[src/rtl/wb_stage_if.sv]
// wb_stage_if: bundle between the memory stage, data memory, register file
// and the writeback stage.
//   slave  : writeback stage side (consumes retiring instr + load response,
//            drives stall and the register-file write bundle)
//   master : surrounding pipeline side
interface wb_stage_if #(parameter int DATA_WIDTH = 32);
    logic                  valid_in;
    logic                  rf_en_in;
    logic [4:0]            rd_in;
    logic [1:0]            wb_sel_in;
    logic [2:0]            funct3_in;
    logic [DATA_WIDTH-1:0] alu_res_in;
    logic [DATA_WIDTH-1:0] pc4_in;
    logic                  dm_rsp_valid;
    logic [DATA_WIDTH-1:0] dm_rsp_data;
    logic                  stall_out;
    logic                  rf_en;
    logic [4:0]            rd;
    logic [DATA_WIDTH-1:0] wb_data;

    modport slave (
        input  valid_in, rf_en_in, rd_in, wb_sel_in, funct3_in,
               alu_res_in, pc4_in, dm_rsp_valid, dm_rsp_data,
        output stall_out, rf_en, rd, wb_data
    );

    modport master (
        output valid_in, rf_en_in, rd_in, wb_sel_in, funct3_in,
               alu_res_in, pc4_in, dm_rsp_valid, dm_rsp_data,
        input  stall_out, rf_en, rd, wb_data
    );
endinterface

[src/rtl/wb_stage.sv]
// wb_stage: RV32I writeback stage.
// Retires instructions from the memory stage, waits for variable-latency
// load responses, aligns/sign-extends load data and drives a registered
// register-file write (rf_en/rd/wb_data). stall_out is combinational and
// freezes upstream while a load response is outstanding.
// Ports:
//   clk, arst  : clock, asynchronous active-high reset
//   bus        : wb_stage_if.slave (retire inputs, dm response, rf write, stall)
//   retire_cnt : 64-bit retired-instruction counter, only when the macro
//                WB_RETIRE_CNT_EN is defined
module wb_stage #(
    parameter int DATA_WIDTH = 32
) (
    input  logic      clk,
    input  logic      arst,
    wb_stage_if.slave bus
`ifdef WB_RETIRE_CNT_EN
    ,
    output logic [63:0] retire_cnt
`endif
);

    typedef enum logic {IDLE, WAIT_LD} state_t;

    state_t                state;
    logic                  rf_en_q;
    logic [4:0]            rd_q;
    logic [DATA_WIDTH-1:0] data_q;
    logic [4:0]            cap_rd;
    logic                  cap_en;
    logic [2:0]            cap_f3;
    logic [1:0]            cap_off;

    logic                  waiting;
    logic                  is_load;
    logic                  commit;
    logic [4:0]            c_rd;
    logic                  c_en;
    logic [DATA_WIDTH-1:0] c_data;

    // Byte lanes use both offset bits; halfwords only bit 1.
    function automatic logic [DATA_WIDTH-1:0] fmt_load(
        input logic [DATA_WIDTH-1:0] w,
        input logic [2:0]            f3,
        input logic [1:0]            off
    );
        logic [7:0]  b;
        logic [15:0] h;
        b = w[{off, 3'b000} +: 8];
        h = off[1] ? w[31:16] : w[15:0];
        case (f3)
            3'b000:  fmt_load = {{24{b[7]}}, b};
            3'b001:  fmt_load = {{16{h[15]}}, h};
            3'b100:  fmt_load = {24'd0, b};
            3'b101:  fmt_load = {16'd0, h};
            default: fmt_load = w;
        endcase
    endfunction

    assign waiting = (state == WAIT_LD);
    assign is_load = (bus.wb_sel_in == 2'd1);

    // In WAIT_LD everything but the response is ignored.
    assign commit = waiting ? bus.dm_rsp_valid
                            : (bus.valid_in && (!is_load || bus.dm_rsp_valid));

    always_comb begin
        c_rd   = waiting ? cap_rd : bus.rd_in;
        c_en   = waiting ? cap_en : bus.rf_en_in;
        c_data = bus.alu_res_in;
        if (waiting)
            c_data = fmt_load(bus.dm_rsp_data, cap_f3, cap_off);
        else if (is_load)
            c_data = fmt_load(bus.dm_rsp_data, bus.funct3_in, bus.alu_res_in[1:0]);
        else if (bus.wb_sel_in == 2'd2)
            c_data = bus.pc4_in;
    end

    // Reset forces stall low even if a load is presented during reset.
    assign bus.stall_out = !arst &&
        (waiting ? !bus.dm_rsp_valid
                 : (bus.valid_in && is_load && !bus.dm_rsp_valid));

    always_ff @(posedge clk or posedge arst) begin
        if (arst) begin
            state   <= IDLE;
            rf_en_q <= 1'b0;
            rd_q    <= '0;
            data_q  <= '0;
            cap_rd  <= '0;
            cap_en  <= 1'b0;
            cap_f3  <= '0;
            cap_off <= '0;
        end else begin
            // x0 writes are dropped here so the register file never sees them.
            rf_en_q <= commit && c_en && (c_rd != 5'd0);
            if (commit) begin
                rd_q   <= c_rd;
                data_q <= c_data;
            end
            case (state)
                IDLE: begin
                    if (bus.valid_in && is_load && !bus.dm_rsp_valid) begin
                        cap_rd  <= bus.rd_in;
                        cap_en  <= bus.rf_en_in;
                        cap_f3  <= bus.funct3_in;
                        cap_off <= bus.alu_res_in[1:0];
                        state   <= WAIT_LD;
                    end
                end
                WAIT_LD: begin
                    if (bus.dm_rsp_valid)
                        state <= IDLE;
                end
                default: state <= IDLE;
            endcase
        end
    end

    assign bus.rf_en   = rf_en_q;
    assign bus.rd      = rd_q;
    assign bus.wb_data = data_q;

`ifdef WB_RETIRE_CNT_EN
    // Counts one cycle behind the rf write, so it trails commit by a cycle.
    logic commit_q;
    always_ff @(posedge clk or posedge arst) begin
        if (arst) begin
            commit_q   <= 1'b0;
            retire_cnt <= '0;
        end else begin
            commit_q   <= commit;
            retire_cnt <= retire_cnt + {63'd0, commit_q};
        end
    end
`endif

endmodule

[src/flat_wrapper.sv]
// flat-port wrapper written by rule: the top's interface ports become plain ports
module wb_stage_flat 
#(
    parameter int DATA_WIDTH = 32
)
  (clk, arst, bus_valid_in, bus_rf_en_in, bus_rd_in, bus_wb_sel_in, bus_funct3_in, bus_alu_res_in, bus_pc4_in, bus_dm_rsp_valid, bus_dm_rsp_data, bus_stall_out, bus_rf_en, bus_rd, bus_wb_data);
  wb_stage_if #(.DATA_WIDTH(DATA_WIDTH)) bus_i ();
  input  logic clk;
  input  logic arst;
  input wire logic [$bits(bus_i.valid_in)-1:0] bus_valid_in;
  input wire logic [$bits(bus_i.rf_en_in)-1:0] bus_rf_en_in;
  input wire logic [$bits(bus_i.rd_in)-1:0] bus_rd_in;
  input wire logic [$bits(bus_i.wb_sel_in)-1:0] bus_wb_sel_in;
  input wire logic [$bits(bus_i.funct3_in)-1:0] bus_funct3_in;
  input wire logic [$bits(bus_i.alu_res_in)-1:0] bus_alu_res_in;
  input wire logic [$bits(bus_i.pc4_in)-1:0] bus_pc4_in;
  input wire logic [$bits(bus_i.dm_rsp_valid)-1:0] bus_dm_rsp_valid;
  input wire logic [$bits(bus_i.dm_rsp_data)-1:0] bus_dm_rsp_data;
  output wire logic [$bits(bus_i.stall_out)-1:0] bus_stall_out;
  output wire logic [$bits(bus_i.rf_en)-1:0] bus_rf_en;
  output wire logic [$bits(bus_i.rd)-1:0] bus_rd;
  output wire logic [$bits(bus_i.wb_data)-1:0] bus_wb_data;
  assign bus_i.valid_in = bus_valid_in;
  assign bus_i.rf_en_in = bus_rf_en_in;
  assign bus_i.rd_in = bus_rd_in;
  assign bus_i.wb_sel_in = bus_wb_sel_in;
  assign bus_i.funct3_in = bus_funct3_in;
  assign bus_i.alu_res_in = bus_alu_res_in;
  assign bus_i.pc4_in = bus_pc4_in;
  assign bus_i.dm_rsp_valid = bus_dm_rsp_valid;
  assign bus_i.dm_rsp_data = bus_dm_rsp_data;
  assign bus_stall_out = bus_i.stall_out;
  assign bus_rf_en = bus_i.rf_en;
  assign bus_rd = bus_i.rd;
  assign bus_wb_data = bus_i.wb_data;
  wb_stage #(.DATA_WIDTH(DATA_WIDTH)) u_core (.clk(clk), .arst(arst), .bus(bus_i));
endmodule
[config.mk]
export PLATFORM = sky130hd
export DESIGN_NAME = wb_stage_flat
export DESIGN_NICKNAME = d
export VERILOG_FILES = /design/src/rtl/wb_stage_if.sv /design/src/rtl/wb_stage.sv /design/src/flat_wrapper.sv
export SDC_FILE = /design/constraint.sdc
export NUM_CORES = 1
export LEC_CHECK = 0
export ABC_AREA = 1
export CORE_MARGIN = 5
export CORE_UTILIZATION = 35
export CTS_CLUSTER_SIZE = 28
export DETAILED_ROUTE_END_ITERATION = 12
export PLACE_DENSITY_LB_ADDON = 0.08
export RECOVER_POWER = 50
export SLEW_MARGIN = 20
export SYNTH_ARGS = -nofsm -noshare
export SYNTH_HDL_FRONTEND = slang
export SYNTH_SLANG_ARGS = --single-unit
[constraint.sdc]
create_clock -name clk -period 1.6 [get_ports clk]
set_input_delay 0.16 -clock clk [delete_from_list [all_inputs] [get_ports clk]]
set_output_delay 0.16 -clock clk [all_outputs]
set_load 0.01 [all_outputs]
==> results of run 1 <==
==> layout make-up <==
type / instances / area (um2) / share of cell area [%]
multi-input combinational: 658 / 2960 / 41.8
timing repair buffer: 225 / 2290 / 32.2
sequential: 50 / 1250 / 17.7
clock inverter: 3 / 48.8 / 0.688
tap: 176 / 220 / 3.10
inverter: 51 / 196 / 2.77
clock buffer: 5 / 125 / 1.76
==> flip-flops by register name, indices dropped and copies added (netlist names) <==
name                count
u_core.bus.rd           5
u_core.bus.rf_en        1
u_core.bus.wb_data     32
u_core.cap_en           1
u_core.cap_f3           3
u_core.cap_off          2
u_core.cap_rd           5
u_core.state            1
==> worst max-delay path, cell delays in order (launching register included) <==
cell and delay, ns:
sky130_fd_sc_hd__dfrtp_1 0.41, sky130_fd_sc_hd__buf_4 0.15, sky130_fd_sc_hd__buf_6 0.18, sky130_fd_sc_hd__o21ai_0 0.26, sky130_fd_sc_hd__nand3_1 0.15, sky130_fd_sc_hd__nor3_1 0.20
sky130_fd_sc_hd__nor4_2 0.06
==> power by group <==
group / leakage (uW) / switching (uW) / internal, uW / total, uW
clock: 0.0000819 / 570 / 751 / 1320
combinational: 0.00296 / 1490 / 1350 / 2830
sequential: 0.000595 / 161 / 1510 / 1670
total: 0.00364 / 2220 / 3610 / 5830
==> logic make-up after synthesis <==
group | Yosys count | synth area share (%)
and+or+nand+nor | 552 | 50.1
DFF | 50 | 26.4
AOI/OAI and AO/OA | 105 | 11.4
buffers and inverters | 104 | 11.8
muxes | 1 | 0.237
==> metal layers <==
layer | vias to the layer above | track usage [%] | wire, um
li1 | 2944 | - | -
met1 | 2678 | 30.6 | 8580
met2 | 218 | 39.2 | 8810
met3 | 20 | 4.83 | 1420
met4 | 0 | 4.42 | 226
met5 | - | 0 | 0
==> timing repair <==
action | CTS | global route
hold endpoints to repair | 0 | 0
resized for setup | 3 | 19
pin swaps | 0 | 1
setup buffers | 1 | 0
gates cloned | 0 | 1
endpoints found under the setup margin | 3 | 26
==> path summary, 6_finish.rpt <==
check                                                         from                                  to  depth (start not counted)
worst max register to register              u_core.state$_DFF_PP0_          u_core.bus.rf_en$_DFF_PP0_                          6
min in group asynchronous                                     arst              u_core.state$_DFF_PP0_                          2
worst max-delay path                        u_core.state$_DFF_PP0_          u_core.bus.rf_en$_DFF_PP0_                          6
worst min register to register  u_core.bus.wb_data[17]$_DFFE_PP0P_  u_core.bus.wb_data[17]$_DFFE_PP0P_                          2
max in group asynchronous                                     arst        u_core.cap_f3[0]$_DFFE_PP0P_                          3
worst min-delay path                              bus_funct3_in[0]        u_core.cap_f3[0]$_DFFE_PP0P_                          3
==> layout by cell type (no fill, tap or decap), types with 5 or more instances in the layout <==
master	instances
sky130_fd_sc_hd__a21oi_1	78
sky130_fd_sc_hd__a22oi_1	7
sky130_fd_sc_hd__buf_12	15
sky130_fd_sc_hd__buf_4	54
sky130_fd_sc_hd__buf_6	5
sky130_fd_sc_hd__clkbuf_16	6
sky130_fd_sc_hd__clkdlybuf4s50_1	141
sky130_fd_sc_hd__dfrtp_1	48
sky130_fd_sc_hd__dlygate4sd3_1	5
sky130_fd_sc_hd__inv_1	43
sky130_fd_sc_hd__inv_2	6
sky130_fd_sc_hd__nand2_1	387
sky130_fd_sc_hd__nand2_2	7
sky130_fd_sc_hd__nand3_1	70
sky130_fd_sc_hd__nand3_2	9
sky130_fd_sc_hd__nand4_1	18
sky130_fd_sc_hd__nor2_1	42
sky130_fd_sc_hd__nor2_2	6
sky130_fd_sc_hd__o21ai_0	17
==> through the flow <==
| stage | hold WS (ns) | util, % | cells |
|---|---|---|---|
| after floorplan | 0.311 | - | 812 |
| after global placement | 0.465 | 51.4 | 1158 |
| after detailed placement | 0.466 | 51.4 | 1158 |
| after CTS | 0.163 | 52.8 | 1167 |
| after global routing | 0.377 | 53.4 | 1168 |
| final | 0.348 | 53.4 | 1168 |
==> impl_metrics.py, run 1 <==
metrics = {
    "synthesis": {
        "ys.warnings.count": 0,
        "syn_inst_count": 812,
        "yosys_most_used_dff": "sky130_fd_sc_hd__dfrtp_1",
        "synth.cells.most_frequent": "sky130_fd_sc_hd__nand2_1, sky130_fd_sc_hd__a21oi_1, sky130_fd_sc_hd__nand3_1, sky130_fd_sc_hd__dfrtp_1, sky130_fd_sc_hd__nor2_1",
        "netlist-cell-type-count": 29,
        "synth.most_common_cell": "sky130_fd_sc_hd__nand2_1",
        "syn_area_per_cell_um2": 5.84,
        "postSynth.asyncResetShare_pct": 100,
        "synth.ff_latch_count": 50,
        "synth_nets": 923,
        "synth_seq_area_share_pct": 26.4,
        "synth_area_leaders": "sky130_fd_sc_hd__nand2_1, sky130_fd_sc_hd__dfrtp_1, sky130_fd_sc_hd__a21oi_1",
        "synth_edf_count": 0,
        "cell_area_after_synthesis_um2": 4750,
        "yosys.area.top_type": "sky130_fd_sc_hd__nand2_1",
        "netlist.area_leader.share_pct": 30.8,
    },
    "place": {
        "post_dp_cell_area_um2": 6830,
        "hpwl_mm": 14.8,
        "gpl.final_weighted_congestion": 0.884,
        "post-place-ws_ns": -0.263,
        "place.port_buffers": 149,
    },
    "clock_network": {
        "clk_transition_reported_paths_ns": 0.08,
        "root_buffer": "sky130_fd_sc_hd__clkbuf_16",
        "clock_tree.buffer_depth": 2,
        "hold_buffers": 0,
        "cts_max_level": 2,
        "insertion_delay_ns": 0.31,
        "cts_tree": "yes",
        "tritoncts.num_buffers": 5,
        "clock_sinks": 50,
    },
    "pwr": {
        "vdd_ir_drop_max_mv": 0.453,
        "static-leakage-power_uw": 0.00364,
        "power-per-cell-area_nw_per_um2": 821,
        "power_uw": 5830,
    },
    "timing": {
        "finalSetupViolations": 0,
        "min_period_ns": 1.52,
        "max_slew_margin_pct": 62.7,
        "clock_skew_ns": 0.00455,
        "timing_hold_violations_final": 0,
        "maxSlewViolCount": 0,
        "worst_slew_pin_slew_ns": 0.559,
        "clock.fmax_mhz": 659,
        "setup_repair_after_global_routing_missed_its_margin": "true",
        "setup_tns_ns": 0,
        "timing.final.crit_share_pct": 94.8,
        "final_critical_path_setup_slack_ns": 0.0834,
    },
    "hold_path": {
        "worst_hold_path_type": "primary input to flop",
    },
    "layout": {
        "area.growth.synth_to_final_pct": 49.5,
        "drive_above_1_share_pct": 13.1,
        "finalInstanceArea_um2": 7100,
        "layout.nets": 1102,
        "antenna_cells_inserted": 0,
        "filler_instances": 1375,
    },
    "floorplanning": {
        "initial_core_util_pct": 35.7,
        "die_y_um": 126,
        "io_pins": 150,
        "floorplan.core_area_um2": 13300,
        "die_area_um2": 16000,
        "fp_rows": 42,
        "floorplan.die.width_um": 126,
    },
    "worst_setup_path": {
        "worst-path-max-fanout": 37,
        "arrival_ns": 1.72,
        "worst_path_class_setup": "flop to flop",
        "start_kind": "flop",
        "regToRegSetupSlack_ns": 0.08,
        "critical_path_required_ns": 1.80,
        "cp-end-kind": "flop",
    },
    "global_route": {
        "gr_usage_total_pct": 23.1,
        "grt-ovfl-total": 0,
        "first_global_vias": 5646,
        "first_pass_grt_wire_length_mm": 29.9,
        "grt_start_max_net_pins": 41,
        "antenna_found_initial": 0,
    },
    "routing": {
        "drt.antenna.violating_nets": 0,
        "drc_violations": 0,
        "dr_total_vias": 5860,
        "total_iterations_of_the_first_detailed_routing_run": 7,
        "detailedRoute.firstIterationViolations": 467,
        "detail_route.wirelength_mm": 19.0,
        "viasPerCell": 5.02,
        "drt-wirelength-per-cell_um": 16.3,
    },
    "run": {
        "cap_violations": 0,
    },
    "run_status": {
        "status": "finished, final reports clean",
    },
}
Note: power is estimated with default switching activity, not from simulation.
==> run 2: changes to the inputs <==
--- a/config.mk
+++ b/config.mk
@@ -6,12 +6,14 @@
 export NUM_CORES = 1
 export LEC_CHECK = 0
 export ABC_AREA = 1
+export CORE_ASPECT_RATIO = 0.8
 export CORE_MARGIN = 5
 export CORE_UTILIZATION = 35
 export CTS_CLUSTER_SIZE = 28
 export DETAILED_ROUTE_END_ITERATION = 12
 export PLACE_DENSITY_LB_ADDON = 0.08
 export RECOVER_POWER = 50
+export SETUP_SLACK_MARGIN = 0.4
 export SLEW_MARGIN = 20
 export SYNTH_ARGS = -nofsm -noshare
 export SYNTH_HDL_FRONTEND = slang
==> impl_metrics.py, run 2 (synthesis results as in run 1) <==
metrics = {
    "clock_network": {
        "insertion_delay_ns": 0.30,
        "hold_buffers": 0,
        "tritoncts.num_buffers": 5,
        "clk_transition_reported_paths_ns": 0.08,
        "clock_sinks": 50,
        "clock_tree.buffer_depth": 2,
        "cts_tree": "yes",
        "cts_max_level": 2,
        "root_buffer": "sky130_fd_sc_hd__clkbuf_16",
    },
    "timing": {
        "min_period_ns": 1.53,
        "finalSetupViolations": 0,
        "clock.fmax_mhz": 656,
        "timing.final.crit_share_pct": 95.3,
        "max_slew_margin_pct": 39.9,
        "whs_ns": 0.380,
        "timing_hold_violations_final": 0,
        "worst_slew_pin_slew_ns": 0.897,
        "final_critical_path_setup_slack_ns": 0.0750,
        "clock_skew_ns": 0.00666,
        "setup_repair_after_global_routing_missed_its_margin": "true",
        "maxSlewViolCount": 0,
    },
    "place": {
        "gpl.final_weighted_congestion": 0.937,
        "hpwl_mm": 15.9,
        "post-place-ws_ns": -0.286,
        "placedCellCount": 1170,
        "place.port_buffers": 149,
    },
    "routing": {
        "drt-wirelength-per-cell_um": 18.7,
        "detailedRoute.firstIterationViolations": 592,
        "detail_route.wirelength_mm": 22.8,
        "met2RoutedLength_mm": 9.94,
        "total_iterations_of_the_first_detailed_routing_run": 5,
        "met3_wire_length_mm": 1.81,
        "m1WireLength_mm": 10.7,
        "dr_total_vias": 6469,
        "drc_violations": 0,
        "highest_layer": "met4",
        "drt.antenna.violating_nets": 0,
        "viasPerCell": 5.32,
    },
    "worst_setup_path": {
        "cp-end-kind": "output pin",
        "timing.critical_path.buf_inv": 2,
        "critical_path_required_ns": 1.44,
        "crit_slowest_cell": "sky130_fd_sc_hd__dfrtp_2",
        "regToRegSetupSlack_ns": 0.10,
        "crit_path_max_incr_delay_ns": 0.44,
        "worst-path-max-fanout": 4,
        "worst_path_class_setup": "flop to output pin",
        "arrival_ns": 1.37,
        "path_delay_family": "flip-flops",
        "ff2ff_path_depth": 11,
        "ff_to_ff_start": "u_core.cap_off[1]$_DFFE_PP0P_",
        "critical_path.reg2reg.endpoint": "u_core.bus.wb_data[16]$_DFFE_PP0P_",
        "start_kind": "flop",
        "worstPathCellList": "clkinv_4 > nand4_1 > a21oi_4 > buf_6",
    },
    "floorplanning": {
        "die_area_um2": 16000,
        "fp_rows": 38,
        "floorplan.core_area_um2": 13400,
        "floorplan.die.width_um": 140,
        "initial_core_util_pct": 35.4,
        "die_y_um": 114,
        "io_pins": 150,
    },
    "pwr": {
        "static-leakage-power_uw": 0.00409,
        "vdd_ir_drop_max_mv": 0.484,
        "power-per-cell-area_nw_per_um2": 778,
        "power_uw": 6340,
    },
    "layout": {
        "finish.utilization_pct": 60.8,
        "post_layout_nonfiller_instances": 1217,
        "mostFrequentLayoutCell": "sky130_fd_sc_hd__nand2_1",
        "layout.nets": 1147,
        "layout.cells.most_common_list": "sky130_fd_sc_hd__nand2_1, sky130_fd_sc_hd__clkdlybuf4s50_1, sky130_fd_sc_hd__buf_4",
        "largest_register_ffs": 32,
        "drive_above_1_share_pct": 25.9,
        "antenna_cells_inserted": 0,
        "area.growth.synth_to_final_pct": 71.7,
    },
    "global_route": {
        "first_global_vias": 6038,
        "grt_start_max_net_pins": 41,
        "antenna_found_initial": 0,
        "gr_usage_total_pct": 26.3,
        "first_pass_grt_wire_length_mm": 33.3,
        "grt-ovfl-total": 0,
    },
    "hold_path": {
        "worst_hold_startpoint": "bus_alu_res_in[0]",
        "worst_hold_path_type": "primary input to flop",
        "timing.hold.worst_endpoint": "u_core.cap_off[0]$_DFFE_PP0P_",
        "min_delay_path_depth": 4,
    },
    "run": {
        "cap_violations": 0,
    },
    "run_status": {
        "status": "finished, final reports clean",
    },
}
==> run 2: how the worst max path moves through the flow <==
stage / start / end / depth (start not counted)
6_report: u_core.state$_DFF_PP0_ / bus_stall_out / 4
5_1_grt: u_core.state$_DFF_PP0_ / bus_stall_out / 4
4_1_cts: u_core.state$_DFF_PP0_ / bus_stall_out / 4
3_5_place_dp: bus_wb_sel_in[0] / u_core.bus.wb_data[0]$_DFFE_PP0P_ / 11
3_3_place_gp: bus_wb_sel_in[0] / u_core.bus.wb_data[0]$_DFFE_PP0P_ / 11
2_1_floorplan: u_core.cap_off[1]$_DFFE_PP0P_ / u_core.bus.wb_data[10]$_DFFE_PP0P_ / 10
==> run 2: layout make-up <==
class / count / area, um2
fillers: 1255 / 5260
multi-input cells: 662 / 3500
repair buffers: 266 / 2780
flip-flops and latches: 50 / 1250
inverters: 51 / 234
well taps: 180 / 225
clock buffers: 5 / 125
clock inverters: 3 / 28.8
==> run 2: report_power, final <==
| group | internal [uW] | switching [uW] | total, uW |
|---|---|---|---|
| logic | 1580 | 1910 | 3490 |
| clock network | 599 | 566 | 1160 |
| registers | 1510 | 176 | 1690 |
| total | 3690 | 2650 | 6340 |
==> run 2: tightest hold or removal path, delay by kind of cell <==
family / cells / cell delay [ns]
AO/OA/AOI/OAI: 1 / 0.10
buffers and inverters: 3 / 0.36
==> run 2: through the flow <==
| step | area, um2 | TNS, ns |
|---|---|---|
| after floorplan | 4840 | 0 |
| after global placement | 6850 | -6.07 |
| after detailed placement | 6850 | -6.88 |
| after CTS | 7570 | 0 |
| after global routing | 8150 | 0 |
| final | 8150 | 0 |
==> run 2: timing repair <==
item | in CTS | in global routing
pin swaps | 27 | 37
buffers inserted | 13 | 13
resized for setup | 143 | 102
setup endpoints to repair | 85 | 50
cloned | 7 | 6
==> run 2: routing by layer <==
metal	vias to the layer above	track usage, %
met1	3080	39.6
met3	32	4.30
met5	-	0
met4	0	5.42
met2	303	39.8
li1	3054	-
==> run 3: changes to the inputs <==
==> constraint.sdc (replaced) <==
create_clock -name clk -period 1.6 [get_ports clk]
set_input_delay 0.24 -clock clk [delete_from_list [all_inputs] [get_ports clk]]
set_output_delay 0.24 -clock clk [all_outputs]
set_load 0.01 [all_outputs]
==> impl_metrics.py, run 3 (synthesis results as in run 1) <==
metrics = {
    "layout": {
        "total_area_of_multi_input_combinational_cells_um2": 3540,
        "post_layout_nonfiller_instances": 1227,
        "mostFrequentLayoutCell": "sky130_fd_sc_hd__nand2_1",
        "finalInstanceArea_um2": 8160,
        "layout.cells.most_common_list": "sky130_fd_sc_hd__nand2_1, sky130_fd_sc_hd__clkdlybuf4s50_1, sky130_fd_sc_hd__buf_4",
        "seqCellArea_um2": 1250,
        "antenna_cells_inserted": 0,
        "finish.utilization_pct": 60.9,
        "largest_register_ffs": 32,
        "layout.nets": 1157,
        "drive_above_1_share_pct": 30.7,
        "filler_instances": 1284,
        "area.growth.synth_to_final_pct": 71.9,
    },
    "timing": {
        "finalSetupViolations": 0,
        "max_slew_margin_pct": 67.3,
        "timing_hold_violations_final": 0,
        "min_period_ns": 1.50,
        "clock.fmax_mhz": 666,
        "timing.final.crit_share_pct": 93.9,
        "maxSlewViolCount": 0,
        "worst_slew_pin_slew_ns": 0.490,
        "setup_repair_after_global_routing_missed_its_margin": "true",
        "setup_tns_ns": 0,
        "clock_skew_ns": 0.00664,
    },
    "floorplanning": {
        "io_pins": 150,
        "floorplan.core_area_um2": 13400,
        "floorplan.die.width_um": 140,
        "die_y_um": 114,
        "initial_core_util_pct": 35.4,
        "die_area_um2": 16000,
        "fp_rows": 38,
    },
    "place": {
        "post_dp_cell_area_um2": 6910,
        "gpl.final_weighted_congestion": 0.918,
        "place.port_buffers": 149,
        "placedCellCount": 1171,
        "hpwl_mm": 15.4,
    },
    "global_route": {
        "antenna_found_initial": 0,
        "busiest_layer": "met2",
        "grt_start_max_net_pins": 41,
        "grt.met3_usage_pct": 6.60,
        "first_pass_grt_wire_length_mm": 31.8,
        "grt-ovfl-total": 0,
        "grt.met2_usage_pct": 37.8,
        "gr_usage_total_pct": 25.3,
        "first_global_vias": 5872,
        "global_route.usage.met1_pct": 36.5,
    },
    "routing": {
        "drc_violations": 0,
        "detailedRoute.firstIterationViolations": 659,
        "drt-wirelength-per-cell_um": 19.0,
        "total_iterations_of_the_first_detailed_routing_run": 6,
        "drt.antenna.violating_nets": 0,
        "dr_total_vias": 6472,
        "viasPerCell": 5.27,
        "detail_route.wirelength_mm": 23.3,
    },
    "worst_setup_path": {
        "crit_path_max_incr_delay_ns": 0.44,
        "worst-path-max-fanout": 3,
        "start_kind": "flop",
        "path_delay_family": "flip-flops",
        "worstPathCellList": "clkinv_4 > nand4_1 > a21oi_4 > buf_2",
        "timing.critical_path.buf_inv": 2,
        "worst_path_class_setup": "flop to output pin",
        "arrival_ns": 1.26,
        "crit_slowest_cell": "sky130_fd_sc_hd__dfrtp_2",
        "cp-end-kind": "output pin",
        "critical_path_required_ns": 1.36,
    },
    "clock_network": {
        "tritoncts.num_buffers": 5,
        "clock_tree.buffer_depth": 2,
        "insertion_delay_ns": 0.32,
        "clock_sinks": 50,
        "root_buffer": "sky130_fd_sc_hd__clkbuf_16",
        "hold_buffers": 0,
        "clk_transition_reported_paths_ns": 0.08,
        "cts_max_level": 2,
        "cts_tree": "yes",
    },
    "pwr": {
        "vdd_ir_drop_max_mv": 0.472,
        "combPwrFrac_pct": 54.6,
        "internal_power_uw": 3700,
        "switching_share_pct": 42.9,
        "pwr-share-clk_pct": 18.9,
        "seqPwrFrac_pct": 26.5,
        "power_uw": 6480,
        "static-leakage-power_uw": 0.00408,
        "power-per-cell-area_nw_per_um2": 794,
        "switching_power_uw": 2780,
    },
    "run": {
        "cap_violations": 0,
    },
    "run_status": {
        "status": "finished, final reports clean",
    },
    "hold_path": {
        "worst_hold_path_type": "primary input to flop",
    },
}
## run 3: power by group through the flow
stage / registers [uW] / clock network (uW) / logic (uW)
after floorplan: 1750 / 0 / 1380
after global placement: 1690 / 0 / 2750
after detailed placement: 1700 / 0 / 2760
after CTS: 1680 / 1220 / 2800
after global routing: 1750 / 1280 / 3800
final: 1720 / 1220 / 3540
## run 3: worst reg2reg max path, delay by kind of cell, from the launching register on
kind,cells,cell delay (ns)
AOI/OAI and AO/OA,1,0.04
buffers and inverters,4,0.52
DFF,1,0.44
and+or+nand+nor,4,0.40
## run 3: path summary, 6_finish.rpt
| check | from | to | slack [ns] | cells after the start |
|---|---|---|---|---|
| max reg2reg | u_core.state$_DFF_PP0_ | u_core.bus.wb_data[9]$_DFFE_PP0P_ | 0.1 | 9 |
| max | u_core.state$_DFF_PP0_ | bus_stall_out | 0.1 | 4 |
| min reg2reg | u_core.bus.rd[1]$_DFFE_PP0P_ | u_core.bus.rd[1]$_DFFE_PP0P_ | 0.48 | 2 |
| min in group asynchronous | arst | u_core.cap_rd[2]$_DFFE_PP0P_ | 0.48 | 3 |
| min | bus_dm_rsp_valid | u_core.state$_DFF_PP0_ | 0.45 | 4 |
| max in group asynchronous | arst | u_core.cap_f3[0]$_DFFE_PP0P_ | 0.30 | 4 |
## run 3: repair_timing
| action | CTS | global route |
|---|---|---|
| setup endpoints to repair | 89 | 86 |
| hold endpoints to repair | 0 | 0 |
| gates cloned | 4 | 14 |
| pin swaps | 7 | 52 |
| buffers inserted | 10 | 20 |
| gates resized for setup | 116 | 231 |
## run 3: per-layer routing
| layer | vias to the layer above | share of wire (%) |
|---|---|---|
| met5 | - | 0 |
| met4 | 0 | 2.0 |
| met3 | 37 | 8.7 |
| met2 | 328 | 44 |
| met1 | 3039 | 46 |
| li1 | 3068 | - |
## run 3: stage by stage
| stage | setup WS [ns] | hold WS, ns |
|---|---|---|
| after floorplan | 0.279 | 0.282 |
| after global placement | -0.323 | 0.466 |
| after detailed placement | -0.360 | 0.468 |
| after CTS | 0.0472 | 0.351 |
| after global routing | 0.0226 | 0.461 |
| final | 0.0983 | 0.448 |
## run 3: layout make-up
class                           count  share of cell area, %
Sequential cell                    50                   15.4
Clock inverter                      3                  0.353
Clock buffer                        5                   1.53
Inverter                           51                   2.67
Multi-Input combinational cell    660                   43.4
Timing Repair inverter              4                  0.889
Timing Repair Buffer              274                   33.0
Tap cell                          180                   2.76
